$ cat config.mk
export PLATFORM = sky130hd
export DESIGN_NAME = hazard_unit
export DESIGN_NICKNAME = d
export VERILOG_FILES = /design/src/rtl/hazard_unit.sv
export SDC_FILE = /design/constraint.sdc
export NUM_CORES = 1
export LEC_CHECK = 0
export BUFFER_PORTS_ARGS = -buffer_cell sky130_fd_sc_hd__buf_2
export CAP_MARGIN = 20
export CORE_ASPECT_RATIO = 0.75
export CORE_MARGIN = 1.5
export CORE_UTILIZATION = 51
export DETAILED_ROUTE_END_ITERATION = 10
export GPL_TIMING_DRIVEN = 0
export PLACE_DENSITY = 0.81
export SLEW_MARGIN = 20
export SYNTH_ARGS = -nofsm -noshare
export SYNTH_HDL_FRONTEND = slang
export SYNTH_SLANG_ARGS = --single-unit
export TNS_END_PERCENT = 5
$ cat constraint.sdc
create_clock -name clk -period 3.5 [get_ports clk]
set_input_delay 0.525 -clock clk [delete_from_list [all_inputs] [get_ports clk]]
set_output_delay 0.525 -clock clk [all_outputs]
set_load 0.02 [all_outputs]
$ cat src/rtl/hazard_unit.sv
`default_nettype none
// ============================================================================
// Module  : hazard_unit
// Brief   : Pipeline hazard controller - E-stage forwarding, load-use stall,
//           branch flush, multi-cycle memory freeze, stall/flush counters.
// Revision: 1.0 - initial release
// ============================================================================
module hazard_unit #(
    parameter int REG_ADDR_W  = 5,
    parameter int MEM_LATENCY = 0,
    parameter int CNT_W       = 32
) (
    input  logic                  clk,
    input  logic                  rst,
    input  logic [REG_ADDR_W-1:0] Rs1D,
    input  logic [REG_ADDR_W-1:0] Rs2D,
    input  logic [REG_ADDR_W-1:0] Rs1E,
    input  logic [REG_ADDR_W-1:0] Rs2E,
    input  logic [REG_ADDR_W-1:0] RdE,
    input  logic [REG_ADDR_W-1:0] RdM,
    input  logic [REG_ADDR_W-1:0] RdW,
    input  logic [1:0]            ResultSrcE,
    input  logic                  RegWriteM,
    input  logic                  RegWriteW,
    input  logic                  PCSrcE,
    input  logic                  MemAccessM,
    output logic [1:0]            ForwardAE,
    output logic [1:0]            ForwardBE,
    output logic                  StallF,
    output logic                  StallD,
    output logic                  StallE,
    output logic                  StallM,
    output logic                  FlushD,
    output logic                  FlushE,
    output logic                  FlushW,
    output logic [CNT_W-1:0]      stall_cycles,
    output logic [CNT_W-1:0]      flush_count
);

    localparam int CNT_BITS = (MEM_LATENCY > 0) ? $clog2(MEM_LATENCY + 1) : 1;
    localparam logic [CNT_BITS-1:0] c_WAIT_LOAD =
        CNT_BITS'((MEM_LATENCY > 0) ? (MEM_LATENCY - 1) : 0);
    localparam logic c_MEM_MULTI = (MEM_LATENCY > 0);

    typedef enum logic [0:0] {
        S_IDLE = 1'b0,
        S_WAIT = 1'b1
    } state_t;

    state_t              r_state;
    state_t              w_nextState;
    logic [CNT_BITS-1:0] r_cnt;
    logic [CNT_BITS-1:0] w_nextCnt;
    logic                w_memStall;
    logic                w_lwStall;
    logic                w_stallF;
    logic                w_flushD;
    logic [CNT_W-1:0]    r_stallCycles;
    logic [CNT_W-1:0]    r_flushCount;

    // M stage wins over W; register x0 is never a forwarding source.
    function automatic logic [1:0] fwdSel(input logic [REG_ADDR_W-1:0] rs);
        if (RegWriteM && (RdM != '0) && (RdM == rs))
            return 2'b10;
        else if (RegWriteW && (RdW != '0) && (RdW == rs))
            return 2'b01;
        else
            return 2'b00;
    endfunction

    assign w_lwStall = (ResultSrcE == 2'b01) && (RdE != '0) &&
                       ((RdE == Rs1D) || (RdE == Rs2D)) && !PCSrcE;

    always_ff @(posedge clk or posedge rst) begin
        if (rst) begin
            r_state <= S_IDLE;
            r_cnt   <= '0;
        end else begin
            r_state <= w_nextState;
            r_cnt   <= w_nextCnt;
        end
    end

    // WAIT deliberately ignores MemAccessM, so back-to-back ops each pay full latency.
    always_comb begin
        w_nextState = r_state;
        w_nextCnt   = r_cnt;
        w_memStall  = 1'b0;
        case (r_state)
            S_IDLE: begin
                if (MemAccessM && c_MEM_MULTI) begin
                    w_memStall  = 1'b1;
                    w_nextCnt   = c_WAIT_LOAD;
                    w_nextState = S_WAIT;
                end
            end
            S_WAIT: begin
                if (r_cnt != '0) begin
                    w_memStall = 1'b1;
                    w_nextCnt  = r_cnt - 1'b1;
                end else begin
                    w_nextState = S_IDLE;
                end
            end
            default: w_nextState = S_IDLE;
        endcase
    end

    // A branch resolved during a memory freeze stays in E and flushes once released.
    assign w_stallF = !rst && (w_lwStall || w_memStall);
    assign w_flushD = !rst && PCSrcE && !w_memStall;

    assign ForwardAE = rst ? 2'b00 : fwdSel(Rs1E);
    assign ForwardBE = rst ? 2'b00 : fwdSel(Rs2E);
    assign StallF    = w_stallF;
    assign StallD    = w_stallF;
    assign StallE    = !rst && w_memStall;
    assign StallM    = !rst && w_memStall;
    assign FlushW    = !rst && w_memStall;
    assign FlushD    = w_flushD;
    assign FlushE    = !rst && (PCSrcE || w_lwStall) && !w_memStall;

    always_ff @(posedge clk or posedge rst) begin
        if (rst) begin
            r_stallCycles <= '0;
            r_flushCount  <= '0;
        end else begin
            if (w_stallF && (r_stallCycles != '1))
                r_stallCycles <= r_stallCycles + 1'b1;
            if (w_flushD && (r_flushCount != '1))
                r_flushCount <= r_flushCount + 1'b1;
        end
    end

    assign stall_cycles = r_stallCycles;
    assign flush_count  = r_flushCount;

endmodule
`default_nettype wire

# Yosys cells after proc, flatten, opt, wreduce, memory -nomap -nowiden
# Index checks and enable logic that the tools add are counted.
# Widths: inputs -> output; s select.
[classes]
n_addsub = 3
muxes = 9
eq_ne = 9
n_reduce_logical = 26
[op_table]
columns = ["operator", "count"]
rows = [
  ["$add 32x1->32 const B", 2],
  ["$ne 32x32->1 const B", 2],
  ["$eq 5x5->1", 6],
  ["$logic_and 1x1->1", 17],
  ["$reduce_bool 5->1", 3],
  ["$mux 2", 4],
  ["$mux 1", 5],
  ["$logic_not 1->1", 3],
  ["$logic_or 1x1->1", 3],
  ["$eq 2x1->1 const B", 1],
  ["$sub 1x1->1 const B", 1],
]
[totals]
ff_bits = 66
inputBits = 43

# Logic depth before layout (Yosys ltp)
[depth]
depth_word = 7
ltp_mapped = 8
depth_no_buf = 7

# Least setup slack after synthesis
# OpenSTA, ideal clock, no wires.
[synth_path]
path_kind = "input to output"
start = "input rst"
end = "output ForwardAE[0]"
path_buffers = 0
t_required_ps = 2975
path_slack_ps = -346
t_arrival_ps = 3321
stages = 4
cell_sequence = "inv_1 o211ai_1 or4_1 nor4_1"
[synth_between]
elab_chain_len = 1
[synth_lines]
columns = ["element", "line_no", "text"]
rows = [
  ["from (decl)", "14", "input logic rst,"],
  ["$mux 2", "113", "assign ForwardAE = rst ? 2'b00 : fwdSel(Rs1E);"],
  ["to (decl)", "27", "output logic [1:0] ForwardAE,"],
]
# Every way passes these cells.

# Worst setup path in the final report
# Ends and elaborated chain as after synthesis.

==> run summary <==
==========================================================================================
Status                                                                        finished with violations
Failing checks                                                                design-rule violations
Clock sink total                                                                        64
Final Wtd Congestion                                                                 0.882
Element type at the critical path start                                          input pin
Arrival @ worst endpoint                                                           2.35 ns
Post-CTS setup buffer count                                                              0
DR iter-0 viols                                                                        154
Final nets                                                                             523
Part of the cycle the worst path needs                                               82.1%
Fraction of registers with async set/reset                                            100%
Max-slew violation total from the final report                                           0
Worst EP required                                                                  2.97 ns
Number of cells produced by synthesis                                                  350
Final Instance Count excl. Fillers                                                     564
Most frequent CP cell                                                                buf_2
Maximum fanout along the worst path                                                     26
Most common flop cell mapped by yosys                                              dfrtp_1
Critical path cell sequence                                                   buf_2 > clkinvlp_4 > buf_12 > o211ai_1 > or4_1 > nor4_1 > buf_2
Routed vias/inst                                                                      5.42
Number of library cell types mapped by synthesis                                        36
Via count of the first global-routing pass                                           2,842
Slew margin rel.                                                                     48.5%
Starting Density                                                                     54.1%
Die Height                                                                         74.8 um
Number of gates given a new drive strength after cts                                     0
Global-route wire length before repair                                           13,500 um
Signed area change from the synthesized netlist to the final layout                  26.0%
Pleak                                                                              2.31 nW
Cell Rows                                                                               25
Count of input and output buffers                                                      113
Share of layout cells above drive strength 1                                         29.4%
Critical Setup Path Class                                                     input pin to output port
Highest clock rate                                                               0.348 GHz
Setup Total Neg Slack                                                                 0 ns
Number of diodes                                                                         0
H-tree Lvls                                                                              3
Number of primary I/O pins                                                             118
All-Layer GR Usage                                                                   23.3%
Buffers & Inverters on Critical Path                                                     4
Max VDD drop                                                                        213 uV
Clock edge transition at the registers on the reported setup and hold paths        0.07 ns
Total power divided by cell area                                                378 nW/um2
CP max stage cell                                                                    or4_1
Min Tclk post-route                                                                2.87 ns
Global route overflow                                                                    0
Worst min-delay path category                                                 input pin to asynchronous set/reset pin
Family with the most delay on the worst path                                  buffers and inverters
Final HPWL DP                                                                      6460 um
Number of buffers created by CTS                                                         9
Capturing element type of the critical path                                    output port
Average cell area after synthesis                                                 10.0 um2
Area enclosed by the die boundary                                                 7390 um2
Root buffer selected by CTS                                                       clkbuf_8
Quantity of hold-fixing buffers added after cts                                          0
Flops & latches, synth                                                                  64
Sequential area share after synthesis                                                45.7%
Worst-margin pin slew                                                             0.771 ns
Insertion delay of the later-clocked pin in the worst-skew pair                    0.32 ns
Worst Clk Skew                                                                  0.00913 ns
CTS tree                                                                               yes
Routed via count                                                                     3,059
Final hold viol count                                                                    0
Remaining antenna violation count                                                        0
Netlist area before placement                                                     3510 um2
Average wire per cell in the routed design                                         14.5 um
Biggest cell delay along the critical path                                         0.53 ns
Max-cap viol count                                                                       0
Number of antenna violations at the first check in global routing                        0
Area inside the core boundary                                                     6470 um2
Final setup violation count                                                              0
Sum of routed wire length over all layers                                          8170 um
Horizontal extent of the die                                                       98.7 um
Number of enable-type register cells in the synthesized netlist                          0
First-pass iteration count of the detailed router                                        7
Number of warnings printed during yosys synthesis                                        0
RSZ-0062 raised after global routing                                                 false
Maximum root-to-sink buffer count                                                        2
Largest net degree at the start of global routing                                       27
Total instance count after detailed placement                                          548
Post-detailed-route DRC marker count                                                     4
==========================================================================================
[final cells by class]
| cell class | instances | area (um2) |
|---|---|---|
| fill | 531 | 2060 |
| multi-input combinational | 273 | 1830 |
| sequential | 64 | 1600 |
| timing repair buffer | 115 | 613 |
| clock buffer | 14 | 173 |
| tap | 81 | 101 |
| buffer | 7 | 56.3 |
| inverter | 8 | 33.8 |
| clock inverter | 2 | 12.5 |
[kinds of logic after synthesis]
| family | count (synthesis) | share of synthesized area [%] |
|---|---|---|
| buffers and inverters | 15 | 2.46 |
| XOR/XNOR | 91 | 22.7 |
| other | 1 | 0.107 |
| flip-flops | 64 | 45.7 |
| multiplexers | 2 | 0.642 |
| AND/OR/NAND/NOR | 166 | 26.1 |
| AO/OA/AOI/OAI | 9 | 1.61 |
| adder cells (fa/ha/maj) | 2 | 0.714 |
[power by group]
group / internal, W / total (W) / switching [W]
clock: 0.000315 / 0.000581 / 0.000266
combinational: 0.000106 / 0.000256 / 0.000150
sequential: 0.000777 / 0.000834 / 0.0000567
total: 0.00120 / 0.00167 / 0.000473
[worst reg2reg max path: stages, from the launching register on]
cell     delay (ns)
dfrtp_1        0.46
ha_1           0.23
and2_1         0.18
nand4_2        0.15
or4_4          0.59
or3b_4         0.29
buf_6          0.16
mux2_1         0.33
[worst paths after layout]
check,startpoint,end,slack (ns),cells after the start
setup reg to reg,stall_cycles[0],stall_cycles[1],1.00,7
min in group clk,stall_cycles[15],stall_cycles[15],0.49,1
max in group asynchronous,rst,flush_count[12],2.70,3
hold / removal,rst,stall_cycles[6],0.29,2
hold reg to reg,stall_cycles[15],stall_cycles[15],0.49,1
setup / recovery,rst,ForwardAE[0],0.63,7
[synth_stat cells (all sizes together), types with 2 or more instances]
cell   count  share of area (%)
nand3     26                3.7
nand4     19                3.6
or4        6                1.4
or3        2               0.36
dfrtp     64                 46
nor4b      2               0.68
nand2     30                3.2
and4      11                2.8
buf        6                1.5
nor4       6                1.1
mux2       2               0.64
nor3      21                3.0
and3      14                2.5
ha         2               0.71
xor2      51                 13
a21oi      2               0.29
inv        8               0.86
xnor2     40                 10
o21a       2               0.43
o21ai      2               0.29
nor2      22                2.4
and2       5               0.89
[per-layer routing]
metal / GRT usage [%] / vias to the layer above / wire length [um] / part of all wire, %
met3: 6.69 / 9 / 536 / 6.6
met5: 0 / - / 0 / 0
met1: 31.9 / 1460 / 3750 / 46
li1: - / 1475 / - / -
met4: 6.67 / 0 / 85 / 1.0
met2: 37.0 / 115 / 3800 / 47
[registers in the layout, summed over array words and instances, names as in the netlist]
signal and count:
flush_count 32, stall_cycles 32
[cells in the final DEF, fill, tap and decap left out, types with 2 or more instances in the layout]
cell type	netlist	final
a21oi_1	2	2
nand3_1	26	26
nor4_1	6	6
and2_1	5	5
inv_1	8	7
conb_1	1	3
xnor2_1	40	40
or3_1	2	2
dfrtp_1	64	64
ha_1	2	2
clkbuf_1	1	3
and3_1	14	14
clkbuf_8	0	12
buf_2	0	113
o21a_1	2	2
clkinvlp_4	0	2
or4_1	5	5
and4_1	10	10
nor3_1	21	21
xor2_1	51	51
nand4_1	18	18
buf_6	2	2
buf_4	4	4
nor2_1	22	22
nand2_1	30	30
[through the flow]
step	cell area, um2	total power [W]	hold WS, ns	setup WS, ns	utilization [%]
detailed placement	4230	0.00111	0.472	0.593	65.4
global placement	4180	0.00109	0.465	0.171	64.6
finish	4420	0.00167	0.292	0.627	68.2
floorplan	3520	0.000986	0.589	0.383	-
CTS	4420	0.00169	0.293	0.580	68.2
global route	4420	0.00176	0.316	0.442	68.2
Note: power is estimated with default switching activity, not from simulation.
